### config.mk
export PLATFORM = sky130hd
export DESIGN_NAME = instruction_fetch_unit
export DESIGN_NICKNAME = d
export VERILOG_FILES = /design/src/rtl/instruction_fetch_unit.sv
export SDC_FILE = /design/constraint.sdc
export NUM_CORES = 1
export LEC_CHECK = 0
export ABC_AREA = 1
export ABC_CLOCK_PERIOD_IN_PS = 1900
export CORE_MARGIN = 2
export CORE_UTILIZATION = 45
export CTS_CLUSTER_DIAMETER = 200
export CTS_CLUSTER_SIZE = 30
export DETAILED_ROUTE_END_ITERATION = 16
export PLACE_DENSITY_LB_ADDON = 0.08
export SLEW_MARGIN = 20
export SYNTH_ARGS = -nofsm -noshare
export SYNTH_HDL_FRONTEND = slang
export SYNTH_SLANG_ARGS = --single-unit
### constraint.sdc
create_clock -name clk -period 1.9 [get_ports clk]
set_clock_uncertainty 0.1 [all_clocks]
set_input_delay 0.38 -clock clk [delete_from_list [all_inputs] [get_ports clk]]
set_output_delay 0.38 -clock clk [all_outputs]
set_load 0.005 [all_outputs]
### src/rtl/instruction_fetch_unit.sv
// rtl/instruction_fetch_unit.sv - fetch stage: PC, next-PC select, IF/ID register, misalignment halt
module instruction_fetch_unit #(
    parameter int                    DATA_WIDTH = 32,
    parameter logic [DATA_WIDTH-1:0] RESET_PC   = '0
) (
    input  logic                  clk,
    input  logic                  reset,
    input  logic                  stall,
    input  logic                  flush,
    input  logic [1:0]            pc_src,
    input  logic [DATA_WIDTH-1:0] branch_target,
    input  logic [25:0]           jump_index,
    input  logic [DATA_WIDTH-1:0] jr_address,
    input  logic [DATA_WIDTH-1:0] instruction_in,
    output logic [DATA_WIDTH-1:0] pc_out,
    output logic [DATA_WIDTH-1:0] if_id_instr,
    output logic [DATA_WIDTH-1:0] if_id_pc_plus4,
    output logic                  if_id_valid,
    output logic                  fault,
    output logic [DATA_WIDTH-1:0] fetch_count
);

    typedef enum logic {
        RUN  = 1'b0,
        HALT = 1'b1
    } state_t;

    state_t                state_q, state_d;
    logic [DATA_WIDTH-1:0] pc_q, pc_d;
    logic [DATA_WIDTH-1:0] if_id_instr_q, if_id_instr_d;
    logic [DATA_WIDTH-1:0] if_id_pc_plus4_q, if_id_pc_plus4_d;
    logic                  if_id_valid_q, if_id_valid_d;
    logic                  fault_q, fault_d;
    logic [DATA_WIDTH-1:0] fetch_count_q, fetch_count_d;
    logic [DATA_WIDTH-1:0] pc_plus4;
    logic [DATA_WIDTH-1:0] next_pc;

    assign pc_plus4 = pc_q + DATA_WIDTH'(4);

    // Jump region comes from the instruction being decoded, i.e. the IF/ID copy of PC+4.
    always_comb begin
        next_pc = pc_plus4;
        case (pc_src)
            2'b00:   next_pc = pc_plus4;
            2'b01:   next_pc = branch_target;
            2'b10:   next_pc = {if_id_pc_plus4_q[DATA_WIDTH-1 -: 4], jump_index, 2'b00};
            default: next_pc = jr_address;
        endcase
    end

    always_comb begin
        state_d          = state_q;
        pc_d             = pc_q;
        if_id_instr_d    = if_id_instr_q;
        if_id_pc_plus4_d = if_id_pc_plus4_q;
        if_id_valid_d    = if_id_valid_q;
        fault_d          = fault_q;
        fetch_count_d    = fetch_count_q;
        case (state_q)
            RUN: begin
                // A misaligned target only matters when the PC would actually move.
                if ((next_pc[1:0] != 2'b00) && (flush || !stall)) begin
                    state_d          = HALT;
                    fault_d          = 1'b1;
                    if_id_instr_d    = '0;
                    if_id_pc_plus4_d = '0;
                    if_id_valid_d    = 1'b0;
                end else if (flush) begin
                    pc_d             = next_pc;
                    if_id_instr_d    = '0;
                    if_id_pc_plus4_d = '0;
                    if_id_valid_d    = 1'b0;
                end else if (!stall) begin
                    pc_d             = next_pc;
                    if_id_instr_d    = instruction_in;
                    if_id_pc_plus4_d = pc_plus4;
                    if_id_valid_d    = 1'b1;
                    fetch_count_d    = fetch_count_q + DATA_WIDTH'(1);
                end
            end
            default: begin
                fault_d       = 1'b1;
                if_id_valid_d = 1'b0;
            end
        endcase
    end

    always_ff @(posedge clk) begin
        if (!reset) begin
            state_q          <= RUN;
            pc_q             <= RESET_PC;
            if_id_instr_q    <= '0;
            if_id_pc_plus4_q <= '0;
            if_id_valid_q    <= 1'b0;
            fault_q          <= 1'b0;
            fetch_count_q    <= '0;
        end else begin
            state_q          <= state_d;
            pc_q             <= pc_d;
            if_id_instr_q    <= if_id_instr_d;
            if_id_pc_plus4_q <= if_id_pc_plus4_d;
            if_id_valid_q    <= if_id_valid_d;
            fault_q          <= fault_d;
            fetch_count_q    <= fetch_count_d;
        end
    end

    assign pc_out         = pc_q;
    assign if_id_instr    = if_id_instr_q;
    assign if_id_pc_plus4 = if_id_pc_plus4_q;
    assign if_id_valid    = if_id_valid_q;
    assign fault          = fault_q;
    assign fetch_count    = fetch_count_q;

endmodule

==> results_dict.tcl <==
set metrics [dict create \
    crit_required_ns 2.12 \
    cts_root_buf "clkbuf_16" \
    clk_path_buf_depth 2 \
    ir_drop_uv 644 \
    num_antenna_cells 0 \
    critPathTopFamily "simple AND/OR/NAND/NOR gates" \
    cts_tree "built" \
    end_kind "register" \
    grt_pass1_wl_um 39600 \
    ys_seq_elements 131 \
    r2r_slack_ns 0.02 \
    die_w_um 130 \
    pre_cts_ws_ns -0.481 \
    synth_fp_nets 1236 \
    drt_wl_total_um 25200 \
    worst-slew-pin-transition_ns 0.376 \
    port_buffers 257 \
    yosysUniqueCellTypes 35 \
    fin_util_pct 71.9 \
    cp_max_fo 6 \
    seq_area_frac_synth_pct 36.9 \
    leakage_uw 0.00421 \
    crit_path_max_incr_delay_ns 0.35 \
    cts_sinks 131 \
    grt_use_total_pct 29.9 \
    synth-edff-count 0 \
    overflow 0 \
    startpoint_type "register" \
    cts-htree-levels 4 \
    min_path_type "reg -> reg" \
    netlist_area_mm2 0.00712 \
    critPathKind "reg -> reg" \
    tns_ns 0 \
    nFillCells 1318 \
    wire_per_inst_um 15.6 \
    dpl.hpwl_um 18400 \
    slew_headroom_pct 75.0 \
    p_per_area_mw_per_mm2 691 \
    drive_gt1_share_pct 14.6 \
    viasPerCell 5.21 \
    grt_pass1_vias 7803 \
    die_area_mm2 0.0168 \
    drc 0 \
    coreArea_mm2 0.0153 \
    drtIter0Drc 606 \
    numCtsBuffers 17 \
    setup_ws_ns 0.0224 \
    async_flop_share_pct 0 \
    period_share_pct 98.8 \
    io_pins 258 \
    cp_num_buf_inv 2 \
    globalplace.congestion 0.934 \
    clk_latency_ns 0.43 \
    antenna_found_initial 0 \
    drtPass1Iterations 5 \
    cap_viol_max_count 0 \
    status "completed" \
    period_minus_slack_ns 1.88 \
    cp.arrival_ns 2.10 \
    drtAntennaViolNets 0 \
    syn_to_final_growth_pct 54.7 \
    synthCells 1106 \
    yosysWarnings 0 \
    fmax_mhz 533 \
    rows 45 \
    syn_area_per_cell_um2 6.43 \
    vias 8433 \
    fin_nets 1524 \
    hold_violations 0 \
    cpMaxStageDelayCell "dfxtp_1" \
    grt_max_degree 68 \
    clk_pin_slew_ns 0.06 \
    setup_viol 0 \
    initial_core_util_pct 46.5 \
    maxSlewViolCount 0 \
    fp.dieH_um 130 \
    path_cells "ha_1 -> nand2_1 -> nor2_2 -> nand2_2 -> nor2_2 -> buf_4 -> nand3b_1 -> nand3_1 -> nand4_1 -> nand2_1 -> inv_1" \
    synth_ff_type "dfxtp_1" \
]
layout make-up:
cell class,instances,area (µm²),share of cell area (%)
multi-input combinational,839,3990,36.3
timing repair buffer,323,3190,29.0
sequential,131,2680,24.3
clock buffer,17,425,3.86
inverter,82,309,2.81
tap,211,264,2.40
clock inverter,15,146,1.33
cell usage after synthesis (2+ instances only):
| cell type | instances | area share, % |
|---|---|---|
| a21oi_1 | 85 | 6.0 |
| a21oi_2 | 10 | 1.2 |
| a221oi_1 | 7 | 0.86 |
| a22o_1 | 11 | 1.4 |
| and3_1 | 3 | 0.26 |
| buf_1 | 3 | 0.16 |
| buf_2 | 13 | 0.91 |
| buf_4 | 4 | 0.42 |
| buf_6 | 5 | 0.79 |
| clkbuf_1 | 29 | 1.5 |
| dfxtp_1 | 131 | 37 |
| ha_1 | 2 | 0.35 |
| inv_1 | 76 | 4.0 |
| inv_2 | 6 | 0.32 |
| nand2_1 | 365 | 19 |
| nand2_2 | 11 | 0.97 |
| nand2_4 | 2 | 0.32 |
| nand3_1 | 100 | 7.0 |
| nand3b_1 | 8 | 0.84 |
| nand4_1 | 21 | 1.8 |
| nor2_1 | 125 | 6.6 |
| nor2_2 | 4 | 0.35 |
| nor3_1 | 14 | 0.98 |
| nor3b_1 | 2 | 0.21 |
| o21ai_0 | 38 | 2.7 |
| o21ai_2 | 3 | 0.37 |
| o21bai_1 | 4 | 0.42 |
| o31ai_1 | 2 | 0.21 |
| or2_2 | 3 | 0.26 |
| xnor2_1 | 4 | 0.49 |
| xor2_1 | 11 | 1.4 |
worst min-delay path, delay by kind of cell (launching register included):
family,cells,cell delay (ns)
flip-flops,1,0.31
AND/OR/NAND/NOR,1,0.05
AO/OA/AOI/OAI,1,0.05
what timing repair did:
action                                  in CTS  in global routing
buffers inserted                             1                  5
pin swaps                                    0                  4
resized for setup                           27                 50
endpoints found under the setup margin      30                 85
cloned                                       0                  0
hold buffers                                 0                  0
power breakdown:
part | total [µW] | internal [µW] | switching [µW]
Sequential | 2980 | 2870 | 113
Clock | 3220 | 1830 | 1380
Combinational | 1400 | 728 | 673
Total | 7600 | 5430 | 2170
stage by stage:
stage          hold WS (ns)  instances  power (µW)  instance area (µm²)
2_1_floorplan         0.349       1106        3620                 7120
3_3_place_gp          0.346       1580        4410                10300
3_5_place_dp          0.353       1580        4420                10300
4_1_cts               0.349       1613        7610                10900
5_1_grt               0.374       1618        7890                11000
6_report              0.357       1618        7600                11000
path summary, 6_finish.rpt:
path                from     endpoint  cells past startpoint
max            pc_out[2]   pc_out[20]                     11
min          if_id_valid  if_id_valid                      2
max reg2reg    pc_out[2]   pc_out[20]                     11
min reg2reg  if_id_valid  if_id_valid                      2
routing by layer:
layer  part of all wire [%]  routed length, µm  vias up  global-route usage, %
met5                      0                  0        -                      0
met3                    8.8               2220       40                   9.02
li1                       -                  -     4167                      -
met2                     47              11900      373                   49.2
met1                     42              10700     3853                   38.4
met4                    1.8                441        0                   7.72
flip-flops by register name (all words and copies together), names as in the netlist:
register        cells
fetch_count        32
if_id_instr        32
if_id_pc_plus4     32
pc_out             32
fault               1
if_id_valid         1
state_q             1
logic make-up after synthesis:
family	count (synthesis)	synth area share, %
AOI/OAI and AO/OA	160	13.1
xor gates and xnor gates	15	1.85
adders and majority gates	2	0.352
buffers and inverters	136	8.14
DFF	131	36.9
and+or+nand+nor	662	39.7
cell usage in the layout (no fill, tap or decap), types with 10 or more instances in the layout:
master,n
a22o_1,11
nor2_2,15
dfxtp_2,44
nor3_1,12
a21oi_2,10
buf_4,56
nand3_1,98
o21ai_0,38
dfxtp_1,87
inv_1,76
buf_12,10
clkbuf_16,17
a21oi_1,85
nand4_1,21
nor2_1,111
xor2_1,11
clkdlybuf4s50_1,245
nand2_2,13
nand2_1,363
Note: power is estimated with default switching activity, not from simulation.
